`src/rtl/req_arbiter_8ch_if.sv`:
```
// req_arbiter_8ch_if -- request/grant bundle between eight requesters and the arbiter.
//   req_i[7:0]      per-channel request, level-sensitive
//   release_i       current owner ends its tenure
//   gnt_valid_o     gnt_idx_o carries a live grant
//   gnt_idx_o[2:0]  binary index of the granted channel
//   timeout_o       one-cycle pulse on a forced release
// Modports: master = requester side, slave = arbiter side.
interface req_arbiter_8ch_if;
  logic [7:0] req_i;
  logic       release_i;
  logic       gnt_valid_o;
  logic [2:0] gnt_idx_o;
  logic       timeout_o;

  modport master (
    output req_i,
    output release_i,
    input  gnt_valid_o,
    input  gnt_idx_o,
    input  timeout_o
  );

  modport slave (
    input  req_i,
    input  release_i,
    output gnt_valid_o,
    output gnt_idx_o,
    output timeout_o
  );
endinterface

```
`src/rtl/req_arbiter_8ch.sv`:
```
// req_arbiter_8ch -- 8-channel round-robin arbiter with explicit release.
//   clk      single clock, rising edge
//   rst_n    asynchronous active-low reset
//   bus      req_arbiter_8ch_if.slave (req_i, release_i, gnt_valid_o, gnt_idx_o, timeout_o)
// Parameter HOLD_MAX (1..255): maximum grant length in cycles when the
// optional hold timeout is built in.
// Optional feature macro: ARB_TIMEOUT_EN adds the hold counter and forced
// release; without it timeout_o is tied low and grants last until release_i.
//
// state    | meaning
// ---------+-----------------------------------------------------------
// ST_IDLE  | no live grant; search req_i from ptr, grant on next edge
// ST_GRANT | grant held on gnt_idx_o until release_i (or hold timeout)
module req_arbiter_8ch #(
  parameter int unsigned HOLD_MAX = 255
) (
  input  logic              clk,
  input  logic              rst_n,
  req_arbiter_8ch_if.slave  bus
);

  if (HOLD_MAX < 1 || HOLD_MAX > 255) begin : g_bad_hold_max
    $error("req_arbiter_8ch: HOLD_MAX must be within 1..255");
  end

  typedef enum logic {
    ST_IDLE  = 1'b0,
    ST_GRANT = 1'b1
  } state_t;

  state_t     r_state, w_state_nx;
  logic [2:0] r_ptr, w_ptr_nx;
  logic [2:0] r_idx, w_idx_nx;
  logic       r_valid, w_valid_nx;
  logic [2:0] w_winner;
  logic       w_found;

`ifdef ARB_TIMEOUT_EN
  localparam logic [7:0] LP_HOLD_LAST = 8'(HOLD_MAX - 1);
  logic [7:0] r_hold, w_hold_nx;
  logic       r_tmo, w_tmo_nx;
`endif

  // Rotating search: first set request at or above ptr, wrapping 7 -> 0.
  always_comb begin
    w_found  = 1'b0;
    w_winner = r_ptr;
    for (int i = 0; i < 8; i++) begin
      if (!w_found && bus.req_i[r_ptr + 3'(i)]) begin
        w_found  = 1'b1;
        w_winner = r_ptr + 3'(i);
      end
    end
  end

  always_comb begin
    w_state_nx = r_state;
    w_ptr_nx   = r_ptr;
    w_idx_nx   = r_idx;
    w_valid_nx = r_valid;
`ifdef ARB_TIMEOUT_EN
    w_hold_nx  = r_hold;
    w_tmo_nx   = 1'b0;
`endif
    case (r_state)
      ST_IDLE: begin
        if (w_found) begin
          w_state_nx = ST_GRANT;
          w_idx_nx   = w_winner;
          w_valid_nx = 1'b1;
`ifdef ARB_TIMEOUT_EN
          w_hold_nx  = 8'd0;
`endif
        end
      end
      ST_GRANT: begin
        // Releasing always lands in IDLE, which is what creates the
        // one-cycle bubble and moves the owner to lowest priority.
        if (bus.release_i) begin
          w_state_nx = ST_IDLE;
          w_ptr_nx   = r_idx + 3'd1;
          w_valid_nx = 1'b0;
`ifdef ARB_TIMEOUT_EN
        end else if (r_hold == LP_HOLD_LAST) begin
          w_state_nx = ST_IDLE;
          w_ptr_nx   = r_idx + 3'd1;
          w_valid_nx = 1'b0;
          w_tmo_nx   = 1'b1;
        end else begin
          w_hold_nx  = r_hold + 8'd1;
`endif
        end
      end
      default: begin
        w_state_nx = ST_IDLE;
        w_valid_nx = 1'b0;
      end
    endcase
  end

  always_ff @(posedge clk or negedge rst_n) begin
    if (!rst_n) begin
      r_state <= ST_IDLE;
      r_ptr   <= 3'd0;
      r_idx   <= 3'd0;
      r_valid <= 1'b0;
`ifdef ARB_TIMEOUT_EN
      r_hold  <= 8'd0;
      r_tmo   <= 1'b0;
`endif
    end else begin
      r_state <= w_state_nx;
      r_ptr   <= w_ptr_nx;
      r_idx   <= w_idx_nx;
      r_valid <= w_valid_nx;
`ifdef ARB_TIMEOUT_EN
      r_hold  <= w_hold_nx;
      r_tmo   <= w_tmo_nx;
`endif
    end
  end

  assign bus.gnt_valid_o = r_valid;
  assign bus.gnt_idx_o   = r_idx;
`ifdef ARB_TIMEOUT_EN
  assign bus.timeout_o   = r_tmo;
`else
  assign bus.timeout_o   = 1'b0;
`endif

endmodule

```
`src/flat_wrapper.sv`:
```
// flat-port wrapper written by rule: the top's interface ports become plain ports
module req_arbiter_8ch_flat 
#(
  parameter int unsigned HOLD_MAX = 255
)
  (clk, rst_n, bus_req_i, bus_release_i, bus_gnt_valid_o, bus_gnt_idx_o, bus_timeout_o);
  req_arbiter_8ch_if bus_i ();
  input  logic clk;
  input  logic rst_n;
  input wire logic [$bits(bus_i.req_i)-1:0] bus_req_i;
  input wire logic [$bits(bus_i.release_i)-1:0] bus_release_i;
  output wire logic [$bits(bus_i.gnt_valid_o)-1:0] bus_gnt_valid_o;
  output wire logic [$bits(bus_i.gnt_idx_o)-1:0] bus_gnt_idx_o;
  output wire logic [$bits(bus_i.timeout_o)-1:0] bus_timeout_o;
  assign bus_i.req_i = bus_req_i;
  assign bus_i.release_i = bus_release_i;
  assign bus_gnt_valid_o = bus_i.gnt_valid_o;
  assign bus_gnt_idx_o = bus_i.gnt_idx_o;
  assign bus_timeout_o = bus_i.timeout_o;
  req_arbiter_8ch #(.HOLD_MAX(HOLD_MAX)) u_core (.clk(clk), .rst_n(rst_n), .bus(bus_i));
endmodule
```
`config.mk`:
```
export PLATFORM = sky130hd
export DESIGN_NAME = req_arbiter_8ch_flat
export DESIGN_NICKNAME = d
export VERILOG_FILES = /design/src/rtl/req_arbiter_8ch_if.sv /design/src/rtl/req_arbiter_8ch.sv /design/src/flat_wrapper.sv
export SDC_FILE = /design/constraint.sdc
export NUM_CORES = 1
export LEC_CHECK = 0
export BUFFER_PORTS_ARGS = -buffer_cell sky130_fd_sc_hd__buf_2
export CAP_MARGIN = 10
export CORE_MARGIN = 4
export CORE_UTILIZATION = 64
export CTS_BUF_LIST = sky130_fd_sc_hd__clkbuf_8
export DETAILED_ROUTE_END_ITERATION = 10
export PLACE_DENSITY = 0.85
export SYNTH_ARGS = -nofsm -noshare
export SYNTH_HDL_FRONTEND = slang
export SYNTH_SLANG_ARGS = --single-unit
```
`constraint.sdc`:
```
create_clock -name clk -period 7.6 [get_ports clk]
set_input_delay 1.52 -clock clk [delete_from_list [all_inputs] [get_ports clk]]
set_output_delay 1.52 -clock clk [all_outputs]
set_load 0.005 [all_outputs]
```
; ---- Yosys cells after proc, flatten, opt, wreduce, memory -nomap -nowiden
; Cells that the tools add are included.
[op_classes]
eq_ne = 2
n_reduce_logical = 17
n_bitwise = 1
muxes = 37
n_addsub = 8
order_cmp = 8
[op_table]
columns = cell, count
row1 = $lt A3 B4 Y1 const B, 8
row2 = $bmux W1 S3, 8
row3 = $mux W3, 7
row4 = $mux W1, 20
row5 = $add A3 B3 Y3 const B, 4
row6 = $logic_and A1 B1 Y1, 7
row7 = $logic_not A1 Y1, 7
row8 = $add A3 B1 Y3 const B, 2
row9 = $add A3 B2 Y3 const B, 2
row10 = $reduce_and A2 Y1, 3
row11 = $pmux W1 S2, 2
row12 = $ne A2 B1 Y1 const B, 1
row13 = $ne A2 B2 Y1 const B, 1
row14 = $not A1 Y1, 1
[word_totals]
ff_bits = 8
out_inout_bits = 5

; ---- Depth between registers and ports, before layout
; Gate-level depths: netlist of the first run.
[logic_depth]
word_depth = 26
mapped_depth = 11
depth_no_buf = 9

; ---- Least setup slack after synthesis of the first run
; No wires, ideal clock.
[synth_path]
path_kind = input -> register
startpoint = input port bus_req_i[5]
endpoint = register u_core.r_idx[0] (netlist: u_core.bus.gnt_idx_o[0])
slack_ps = 4254
cell_stages = 6
setup_ps = 127
arrival_time_ps = 3218
required_time_ps = 7473
path_cell_list = mux4_2 > mux2i_4 > nand4_4 > nor4_2 > nor2_1 > mux2_1
[synth_between]
elab_chain_len = 25
word_cells_on_any_way = 46
classes_between = mux (31) / reduce/logical (15)
[synth_rtl]
columns = item, line_no
row1 = "start, declared", flat_wrapper.sv:10  ; input wire logic [$bits(bus_i.req_i)-1:0] bus_req_i;
row2 = $bmux W1 S3, req_arbiter_8ch.sv:49  ; if (!w_found && bus.req_i[r_ptr + 3'(i)]) begin
row3 = $mux W1 (not written as such), req_arbiter_8ch.sv:49
row4 = $mux W1, req_arbiter_8ch.sv:49
row5 = $logic_not A1 Y1, req_arbiter_8ch.sv:49
row6 = $logic_and A1 B1 Y1, req_arbiter_8ch.sv:49
row7 = $mux W1, req_arbiter_8ch.sv:49
row8 = $logic_not A1 Y1, req_arbiter_8ch.sv:49
row9 = $logic_and A1 B1 Y1, req_arbiter_8ch.sv:49
row10 = [9 not listed], n/a
row11 = $mux W1, req_arbiter_8ch.sv:49
row12 = $logic_not A1 Y1, req_arbiter_8ch.sv:49
row13 = $logic_and A1 B1 Y1, req_arbiter_8ch.sv:49
row14 = $mux W1, req_arbiter_8ch.sv:49
row15 = $logic_not A1 Y1, req_arbiter_8ch.sv:49
row16 = $logic_and A1 B1 Y1, req_arbiter_8ch.sv:49
row17 = $mux W1, req_arbiter_8ch.sv:49
row18 = $reduce_and A2 Y1 (no line), n/a
row19 = "end signal, assigned", req_arbiter_8ch.sv:114  ; r_idx <= w_idx_nx;
row20 = "end, declared", req_arbiter_8ch.sv:33  ; logic [2:0] r_idx, w_idx_nx;
; Parallel ways exist; a longest one is shown, timed or not. The select of a mux whose other input is x is not followed.
; A chain may end at the register's enable or synchronous reset.

; ---- Worst setup path in the final report of the first run
[layout_path]
startpoint = register u_core.r_ptr[1]
endpoint = register u_core.r_idx[0] (netlist: u_core.bus.gnt_idx_o[0])
[layout_between]
elab_chain_len = 25
word_cells_on_any_way = 53
classes_between = add/sub (7) / mux (31) / reduce/logical (15)
[layout_rtl]
columns = item, line_no
row1 = "start, declared", req_arbiter_8ch.sv:32  ; logic [2:0] r_ptr, w_ptr_nx;
row2 = "start signal, assigned", req_arbiter_8ch.sv:113  ; r_ptr <= w_ptr_nx;
row3 = "parallel branches: the longest is 25 deep, another holds $add A3 B1 Y3", n/a
; Parallel ways; which one is timed is not known. The select of a mux whose other input is x is not followed.

==> reports/metrics.cfg, run 1 <==
[clock_tree]
cts.reportedPaths.clkPinSlew_ns=0.04
cts_tree=done
postCtsSetupBuffers=0
ctsResizeCount=0
root_buffer=clkbuf_8
clock_path_buffers=2
holdBufCountCts=0
cts_buffers=3
clock_sinks=8
cts_htree_levels=1
clkLatencyLatePin_ns=0.23

[sta]
finalSetupViolCount=0
hold_ws_ns=0.539
tightest_slew_ns=0.550
skew_ns=0.00201
drv_slew=0
hold_violations=0
setup-tns-final_ns=0
rsz0062_at_grt=false
fin_crit_sh_pct=47.4
clock.fmax_mhz=278
slew_headroom_pct=63.3
min_period_ns=3.60

[setup_path]
worstPathRequired_ns=7.71
critical_path_class=register to register
crit_path_max_fanout=15
critPathLaunchType=register
end_kind=register
cp.arrival_ns=3.71

[floorplanning]
num_rows=15
io_pins=16
die_y_um=51.7
start_util_pct=69.3
die_x_um=51.7
dieArea_sq_mm=0.00267
core_sq_mm=0.00176

[placed_design]
gp_congestion=0.928
portBuffers=14
hpwlAfterDp_um=2060

[yosys]
yosys.area.top_type_share_pct=16.4
synthArstFlopShare_pct=100
yosysSeqAreaShare_pct=16.4
synth_nets=141
ys_top_cells_by_area=dfrtp_1 16%, mux4_2 13%, mux2i_1 6.6%
yosysTopAreaCell=dfrtp_1
synth_edf_count=0
synth-main-ff-cell=dfrtp_1
avgSynthCellArea_sq_um=9.63
netlist_instances=127
netlist_area_sq_mm=0.00122
yosys_warnings=0
ys_types=47
synth-seq-cells=8

[routing]
via_per_inst=6.72
wl_per_cell_um=16.9
highest_layer=met4
wirelength_met1_um=1160
drc=0
vias=1088
drt_iter0_drc=42
routed_wirelength_um=2730
wl_met2_um=1350
drtAntennaViolNets=0
first_pass_iters=4
met3WireLength_um=186

[run]
max_cap_viol_count=0

[grt]
antenna_found_initial=0
grt_max_degree=18
grt_pass1_vias=1039
grt_pass1_wl_um=4750
grtUsageTotal_pct=23.7
grt_overflow_total=0

[cells_and_area]
layout-drive-gt1-share_pct=26.3
area.growth.synth_to_final_pct=7.57
seq_area_sq_um=200
fillers=139
antenna_cells=0
multi_input_area_sq_um=946
nNetsFinal=153

[run_status]
status=completed

[worst_hold_path]
hold_class=register to register

-- Yosys cell counts, types with 2 or more instances --
| cell | instances |
|---|---|
| a21boi_0 | 3 |
| a21o_1 | 2 |
| a21oi_1 | 5 |
| a221oi_1 | 2 |
| a22oi_1 | 2 |
| a31oi_1 | 3 |
| buf_4 | 2 |
| buf_6 | 2 |
| clkbuf_1 | 2 |
| dfrtp_1 | 8 |
| ha_1 | 3 |
| inv_1 | 7 |
| mux2_2 | 3 |
| mux2i_1 | 8 |
| mux2i_4 | 2 |
| mux4_1 | 3 |
| mux4_2 | 7 |
| nand2_1 | 10 |
| nand2b_1 | 2 |
| nor2_1 | 6 |
| nor2b_1 | 3 |
| o21ai_0 | 11 |
| o21ai_1 | 2 |
| o22ai_1 | 2 |
| xnor2_1 | 3 |
| xor2_1 | 3 |
-- worst max-delay path, stage by stage (launching register included) --
cell and delay [ns]:
dfrtp_1 0.68, inv_1 0.19, ha_1 0.68, mux4_1 0.69, mux2i_4 0.24, nand2_1 0.15, nor4_2 0.43, nor2_1 0.09
mux2_1 0.32
-- cells by family after synthesis --
kind of cell    share of synthesized area (%)
fa+ha+maj                                3.07
mux                                      33.3
xor+xnor                                 4.30
simple gates                             14.9
flops                                    16.4
other cells                             0.307
compound gates                           21.5
buf+inv                                  6.24
-- area by class of cell --
type                       instances  share of cell area [%]
multi-input combinational        105                    71.9
inverter                           7                    2.00
timing repair buffer              14                    5.33
tap                               25                    2.38
sequential                         8                    15.2
clock buffer                       3                    3.14
-- layout by cell type, fill, tap and decap left out, types with 2 or more instances in the layout --
cell type	synthesis	final
buf_2	1	14
o21ai_0	11	11
nand2_1	10	10
mux2i_1	8	8
dfrtp_1	8	8
inv_1	7	7
mux4_2	7	7
nor2_1	6	6
a21oi_1	5	5
mux4_1	3	3
xor2_1	3	3
xnor2_1	3	3
mux2_2	3	3
a21boi_0	3	3
a31oi_1	3	3
nor2b_1	3	3
ha_1	3	3
clkbuf_8	0	3
mux2i_4	2	2
o21ai_1	2	2
nand2b_1	2	2
o22ai_1	2	2
a22oi_1	2	2
a221oi_1	2	2
a21o_1	2	2
-- flip-flops by register name, summed over array words and instances, names as in the netlist --
name / flops
u_core.r_ptr: 3
u_core.bus.gnt_valid_o: 1
u_core.r_state: 1
u_core.bus.gnt_idx_o: 3
-- routing by layer --
metal	up-vias	GRT usage, %
met3	6	5.16
met2	49	38.1
met5	-	0
li1	511	-
met1	522	32.4
met4	0	5.68
-- worst paths after layout --
kind	startpoint	endpoint	slack, ns	depth (start not counted)
worst max register to register	u_core.r_ptr[1]$_DFFE_PN0P_	u_core.bus.gnt_idx_o[0]$_DFFE_PN0P_	4.00	8
min in group asynchronous	rst_n	u_core.r_ptr[2]$_DFFE_PN0P_	1.12	1
worst min register to register	u_core.bus.gnt_idx_o[0]$_DFFE_PN0P_	u_core.r_ptr[0]$_DFFE_PN0P_	0.54	1
worst max-delay path	u_core.r_ptr[1]$_DFFE_PN0P_	u_core.bus.gnt_idx_o[0]$_DFFE_PN0P_	4.00	8
worst min-delay path	u_core.bus.gnt_idx_o[0]$_DFFE_PN0P_	u_core.r_ptr[0]$_DFFE_PN0P_	0.54	1
max in group asynchronous	rst_n	u_core.bus.gnt_valid_o$_DFFE_PN0P_	6.31	1
-- through the flow --
stage / cells / setup WS [ns] / instance area [sq um] / util [%]
CTS: 162 / 4.02 / 1320 / 74.5
floorplan: 127 / 4.25 / 1220 / -
finish: 162 / 4.00 / 1320 / 74.5
global placement: 159 / 4.00 / 1270 / 72.2
detailed placement: 159 / 3.95 / 1270 / 72.2
global route: 162 / 3.71 / 1320 / 74.5
Power of run 1 is left out: the tool's default activity adds up to more than one toggle a clock period on the data nets, which glitch-free logic cannot reach.
==> run 2, diff against run 1 <==
- ABC_AREA: not set -> 1
- CORE_UTILIZATION: 64 -> 54
- PLACE_DENSITY: 0.85 -> 0.77
- clock period: 7.6 -> 3.2 ns (I/O delays scaled with it)
==> reports/metrics.cfg, run 2 <==
[yosys]
yosys_warnings=0  ; unchanged
yosysTopAreaCell=nand2_1
netlist_area_sq_mm=0.00116  ; -4.9%
synth_simple_gate_area_share_pct=60.2  ; +45 points
synth-main-ff-cell=dfrtp_1
yosysMostFrequentCell=nand2_1
yosysSeqAreaShare_pct=17.2  ; +0.85 points
post_synth_mux_area_share_pct=0  ; -33 points
synthXorXnorAreaFrac_pct=3.66  ; -0.64 points
yosys.area.top_type_share_pct=23.6  ; +7.2 points
netlist_top_cells_count=73 x nand2_1, 30 x nand3_1, 13 x nand2_2, 10 x inv_1, 9 x nor2_1
synth-compound-area-share_pct=5.17  ; -16 points
synth_top_family_by_area=simple AND/OR/NAND/NOR gates
synth_nets=205  ; +45%
synth-seq-cells=8  ; unchanged
ys_types=26  ; -45%
synthAdderAreaFrac_pct=3.23  ; +0.16 points
synth_edf_count=0  ; unchanged
synthArstFlopShare_pct=100  ; unchanged
netlist_instances=191  ; +50%
ys_top_cells_by_area=nand2_1 24%, dfrtp_1 17%, nand3_1 13%
avgSynthCellArea_sq_um=6.09  ; -37%

[routing]
drt_iter0_drc=64  ; +52%
vias=1199  ; +10%
first_pass_iters=4  ; unchanged
drc=0  ; unchanged
via_per_inst=5.21  ; -22%
wl_per_cell_um=11.8  ; -30%
routed_wirelength_um=2710  ; -0.81%
drtAntennaViolNets=0  ; unchanged

[grt]
grt_overflow_total=0  ; unchanged
grt_pass1_wl_um=4770  ; +0.57%
grt_pass1_vias=1115  ; +7.3%
grtUsageTotal_pct=21.8  ; -1.8 points
antenna_found_initial=0  ; unchanged
grt_max_degree=14  ; -4

[cells_and_area]
final_common_cell=nand2_1
fillers=198  ; +42%
final_util_pct=63.1  ; -11 points
layout_common_cells=73 x nand2_1, 30 x nand3_1, 14 x buf_2
multi_input_area_sq_um=843  ; -11%
seq_area_sq_um=200  ; unchanged
nNetsFinal=219  ; +43%
layout-drive-gt1-share_pct=26.1  ; -0.17 points
antenna_cells=0  ; unchanged
area.growth.synth_to_final_pct=8.61

[sta]
clock.fmax_mhz=391  ; +41%
min_period_ns=2.55  ; -1.05 ns
hold_ws_ns=0.251  ; -0.288 ns
postLayoutSetupSlackWorst_ns=0.645  ; -3.35 ns
fin_crit_sh_pct=79.8  ; +32 points
skew_ns=0.00179  ; -0.000221 ns
setup-tns-final_ns=0  ; unchanged
drv_slew=0  ; unchanged
rsz0062_at_grt=false
finalSetupViolCount=0  ; unchanged
hold_violations=0  ; unchanged

[setup_path]
cp.arrival_ns=2.67  ; -1.04 ns
crit_buf_inv=2  ; +1
crit_path_max_fanout=13  ; -2
worstSetupPathDepth=16  ; +8
crit_chain=inv_2 > ha_1 > inv_2 > nand3_2 > nand2_1 > nand2_1 > nand2_1 > nand3_2 > nor2_4 > nand3_2 > nand2_1 > nand2_1 > nand2_1 > nand2_1 > nand2_1 > nand2_1
end_kind=register
crit_family=simple AND/OR/NAND/NOR gates
timing.rr.start=u_core.r_ptr[0]$_DFFE_PN0P_
critical_path_class=register to register
rrSetupSlack_ns=0.65  ; -3.35 ns
reg2reg_depth=16  ; +8
cpPeakStageDelay_ns=0.54  ; -0.15 ns
timing.rr.end=u_core.bus.gnt_idx_o[0]$_DFFE_PN0P_
cp_slowest_cell=dfrtp_1
worstPathRequired_ns=3.31  ; -4.40 ns
critPathLaunchType=register
crit_top_cell=nand2_1

[clock_tree]
cts.reportedPaths.clkPinSlew_ns=0.04  ; about the same
postCtsSetupBuffers=0  ; unchanged
clock_sinks=8  ; unchanged
clock_path_buffers=2  ; unchanged
root_buffer=clkbuf_8
clkLatencyLatePin_ns=0.22  ; about the same
cts_buffers=3  ; unchanged
cts_htree_levels=1  ; unchanged
cts_tree=done
holdBufCountCts=0  ; unchanged
ctsResizeCount=0  ; unchanged

[floorplanning]
core_sq_mm=0.00200  ; +13%
die_x_um=54.4  ; +5.2%
die_y_um=54.4  ; +5.2%
io_pins=16  ; unchanged
dieArea_sq_mm=0.00296  ; +11%
num_rows=16  ; +1
start_util_pct=58.1  ; -11 points

[worst_hold_path]
hold_class=primary input to asynchronous set/reset pin

[placed_design]
hpwlAfterDp_um=2240  ; +8.5%
pre_cts_ws_ns=0.686  ; -3.27 ns
gp_congestion=0.914  ; -1.5%
portBuffers=14  ; unchanged

[run_status]
status=completed

[run]
max_cap_viol_count=0  ; unchanged

-- run 2: cell count changes after synthesis, sizes merged, moves of 3 or more --
cell	previous run	this run
mux4	10	0
a21boi	3	0
nand4	1	4
inv	7	18
o21ai	13	5
nor2b	3	0
nand2	10	86
nand3	1	38
mux2	4	0
nor2	7	13
mux2i	10	0
a21oi	5	2
-- run 2: cell families (layout without fill, tap and decap cells) --
kind of cell	count (synthesis)	in the layout
compound gates	10	10
xor+xnor	4	4
fa+ha+maj	3	3
buf+inv	24	36
flops	8	8
other cells	1	1
simple gates	141	141
-- run 2: cell type report --
cell class | instances | area share (%)
Clock buffer | 3 | 3.27
Inverter | 19 | 5.85
Multi-Input combinational cell | 159 | 66.8
Sequential cell | 8 | 15.9
Tap cell | 27 | 2.68
Timing Repair Buffer | 14 | 5.55
-- run 2: worst max-delay path by stage --
stage | endpoint | slack, ns | start
2_1_floorplan | u_core.bus.gnt_valid_o$_DFFE_PN0P_ | 1.09 | u_core.r_ptr[1]$_DFFE_PN0P_
3_3_place_gp | u_core.bus.gnt_valid_o$_DFFE_PN0P_ | 0.77 | u_core.r_ptr[0]$_DFFE_PN0P_
4_1_cts | u_core.bus.gnt_valid_o$_DFFE_PN0P_ | 0.67 | u_core.r_ptr[0]$_DFFE_PN0P_
3_5_place_dp | u_core.bus.gnt_valid_o$_DFFE_PN0P_ | 0.69 | u_core.r_ptr[0]$_DFFE_PN0P_
6_report | u_core.bus.gnt_idx_o[0]$_DFFE_PN0P_ | 0.65 | u_core.r_ptr[0]$_DFFE_PN0P_
5_1_grt | u_core.bus.gnt_idx_o[1]$_DFFE_PN0P_ | 0.41 | u_core.r_ptr[0]$_DFFE_PN0P_
-- run 2: layer usage --
| metal | wire length (um) | vias up | global-route usage, % | share of wire [%] |
|---|---|---|---|---|
| li1 | - | 635 | - | - |
| met1 | 1290 | 527 | 29.9 | 47 |
| met2 | 1280 | 35 | 36.3 | 47 |
| met3 | 139 | 2 | 2.72 | 5.1 |
| met4 | 6 | 0 | 4.98 | 0.22 |
| met5 | 0 | - | 0 | 0 |
-- run 2: metrics by stage --
stage	instance area, sq um	std cells
after global routing	1260	230
after detailed placement	1220	227
final	1260	230
after global placement	1220	227
after floorplan	1160	191
after CTS	1260	230
-- run 2: worst register-to-register path, delay by kind of cell (launching register included) --
kind / cells / cell delay [ns]
DFF: 1 / 0.54
adders and majority gates: 1 / 0.42
buffers and inverters: 2 / 0.38
and+or+nand+nor: 13 / 1.11
Power of run 2 is left out for the same reason.
==> run 3, diff against run 2 <==
- CORE_UTILIZATION: 54 -> 59
- PLACE_DENSITY: 0.77 -> 0.8
- clock period: 3.2 -> 2.5 ns (I/O delays scaled with it)
==> reports/metrics.cfg, run 3 (same netlist as run 2, synthesis figures left out) <==
[run_status]
status=completed

[sta]
setup-tns-final_ns=0  ; unchanged
clock.fmax_mhz=455  ; +16%
hold_violations=0  ; unchanged
min_period_ns=2.20  ; -0.357 ns
finalSetupViolCount=0  ; unchanged
fin_crit_sh_pct=87.9  ; +8.1 points
rsz0062_at_grt=false
skew_ns=0.00135  ; -0.000443 ns
drv_slew=0  ; unchanged

[routing]
wl_per_cell_um=12.3  ; +4.1%
drt_iter0_drc=41  ; -36%
via_per_inst=5.40  ; +3.6%
vias=1247  ; +4.0%
routed_wirelength_um=2830  ; +4.5%
drc=0  ; unchanged
first_pass_iters=4  ; unchanged
drtAntennaViolNets=0  ; unchanged

[cells_and_area]
antenna_cells=0  ; unchanged
seq_area_sq_um=200  ; unchanged
nNetsFinal=222  ; +1.4%
layout_common_cells=73 x nand2_1, 30 x nand3_1, 14 x buf_2
fillers=178  ; -10%
area.growth.synth_to_final_pct=10.3
multi_input_area_sq_um=843  ; unchanged
final_common_cell=nand2_1
layout-drive-gt1-share_pct=27.2  ; +1.1 points

[floorplanning]
io_pins=16  ; unchanged
core_sq_mm=0.00180  ; -10%
dieArea_sq_mm=0.00274  ; -7.3%
num_rows=15  ; -1
die_x_um=52.4  ; -3.7%
start_util_pct=64.5  ; +6.5 points
die_y_um=52.4  ; -3.7%

[clock_tree]
root_buffer=clkbuf_8
clkLatencyLatePin_ns=0.22  ; about the same
cts.reportedPaths.clkPinSlew_ns=0.04  ; about the same
ctsResizeCount=0  ; unchanged
holdBufCountCts=0  ; unchanged
cts_tree=done
cts_htree_levels=1  ; unchanged
cts_buffers=3  ; unchanged
clock_path_buffers=2  ; unchanged
postCtsSetupBuffers=0  ; unchanged
clock_sinks=8  ; unchanged

[setup_path]
cp_slowest_cell=dfrtp_1
critical_path_class=register to register
crit_top_cell=inv_2
worstPathRequired_ns=2.61  ; -0.70 ns
end_kind=register
crit_family=simple AND/OR/NAND/NOR gates
cpPeakStageDelay_ns=0.37  ; -0.17 ns
cp.arrival_ns=2.31  ; -0.36 ns
crit_chain=inv_2 > ha_1 > inv_2 > nand3_2 > nand3_1 > nand2_2 > nor2_4 > nand4_4 > nor2_4 > nand3_2 > nand2_2 > inv_2 > nor2_1 > nor2_1
critPathLaunchType=register
crit_path_max_fanout=7  ; -6
crit_buf_inv=3  ; +1

[grt]
grtUsageTotal_pct=24.3  ; +2.5 points
grt_pass1_wl_um=5040  ; +5.5%
antenna_found_initial=0  ; unchanged
grt_max_degree=13  ; -1
grt_overflow_total=0  ; unchanged
grt_pass1_vias=1161  ; +4.1%

[placed_design]
gp_congestion=0.856  ; -6.4%
portBuffers=14  ; unchanged
hpwlAfterDp_um=2330  ; +4.0%

[run]
max_cap_viol_count=0  ; unchanged

[worst_hold_path]
hold_class=primary input to asynchronous set/reset pin

[run 3: changes by cell type in the layout (fill, tap and decap cells not counted), sizes merged]
cell  change
buf       +3
[run 3: per-stage QoR]
stage / util, % / std cells / worst slack [ns] / instance area [sq um] / hold slack, ns
after floorplan: - / 191 / 0.391 / 1160 / 0.204
after global placement: 68.9 / 228 / 0.398 / 1240 / 0.342
after detailed placement: 68.9 / 228 / 0.325 / 1240 / 0.345
after CTS: 71.2 / 231 / 0.311 / 1280 / 0.108
after global routing: 71.2 / 231 / 0.0652 / 1280 / 0.108
final: 71.2 / 231 / 0.302 / 1280 / 0.108
[run 3: cell type report]
| cell class | instances | area share (%) |
|---|---|---|
| clock buffer | 3 | 3.22 |
| inverter | 19 | 5.76 |
| multi-input combinational | 159 | 65.8 |
| sequential | 8 | 15.6 |
| tap | 25 | 2.44 |
| timing repair buffer | 17 | 7.22 |
[run 3: routing by layer]
layer | GRT usage, % | routed length, um
met5 | 0 | 0
met1 | 30.0 | 1210
met3 | 2.56 | 136
met4 | 6.38 | 21
met2 | 44.2 | 1470
[run 3: path summary, 6_finish.rpt]
kind	from	to	slack (ns)	cells after the start
setup / recovery	u_core.r_ptr[1]$_DFFE_PN0P_	u_core.bus.gnt_valid_o$_DFFE_PN0P_	0.30	14
hold / removal	rst_n	u_core.bus.gnt_idx_o[0]$_DFFE_PN0P_	0.11	1
setup reg to reg	u_core.r_ptr[1]$_DFFE_PN0P_	u_core.bus.gnt_valid_o$_DFFE_PN0P_	0.30	14
hold reg to reg	u_core.bus.gnt_valid_o$_DFFE_PN0P_	u_core.bus.gnt_valid_o$_DFFE_PN0P_	0.51	2
max in group asynchronous	rst_n	u_core.bus.gnt_valid_o$_DFFE_PN0P_	2.23	1
min in group clk	bus_release_i	u_core.r_state$_DFF_PN0_	0.49	2
Power of run 3 is left out for the same reason.
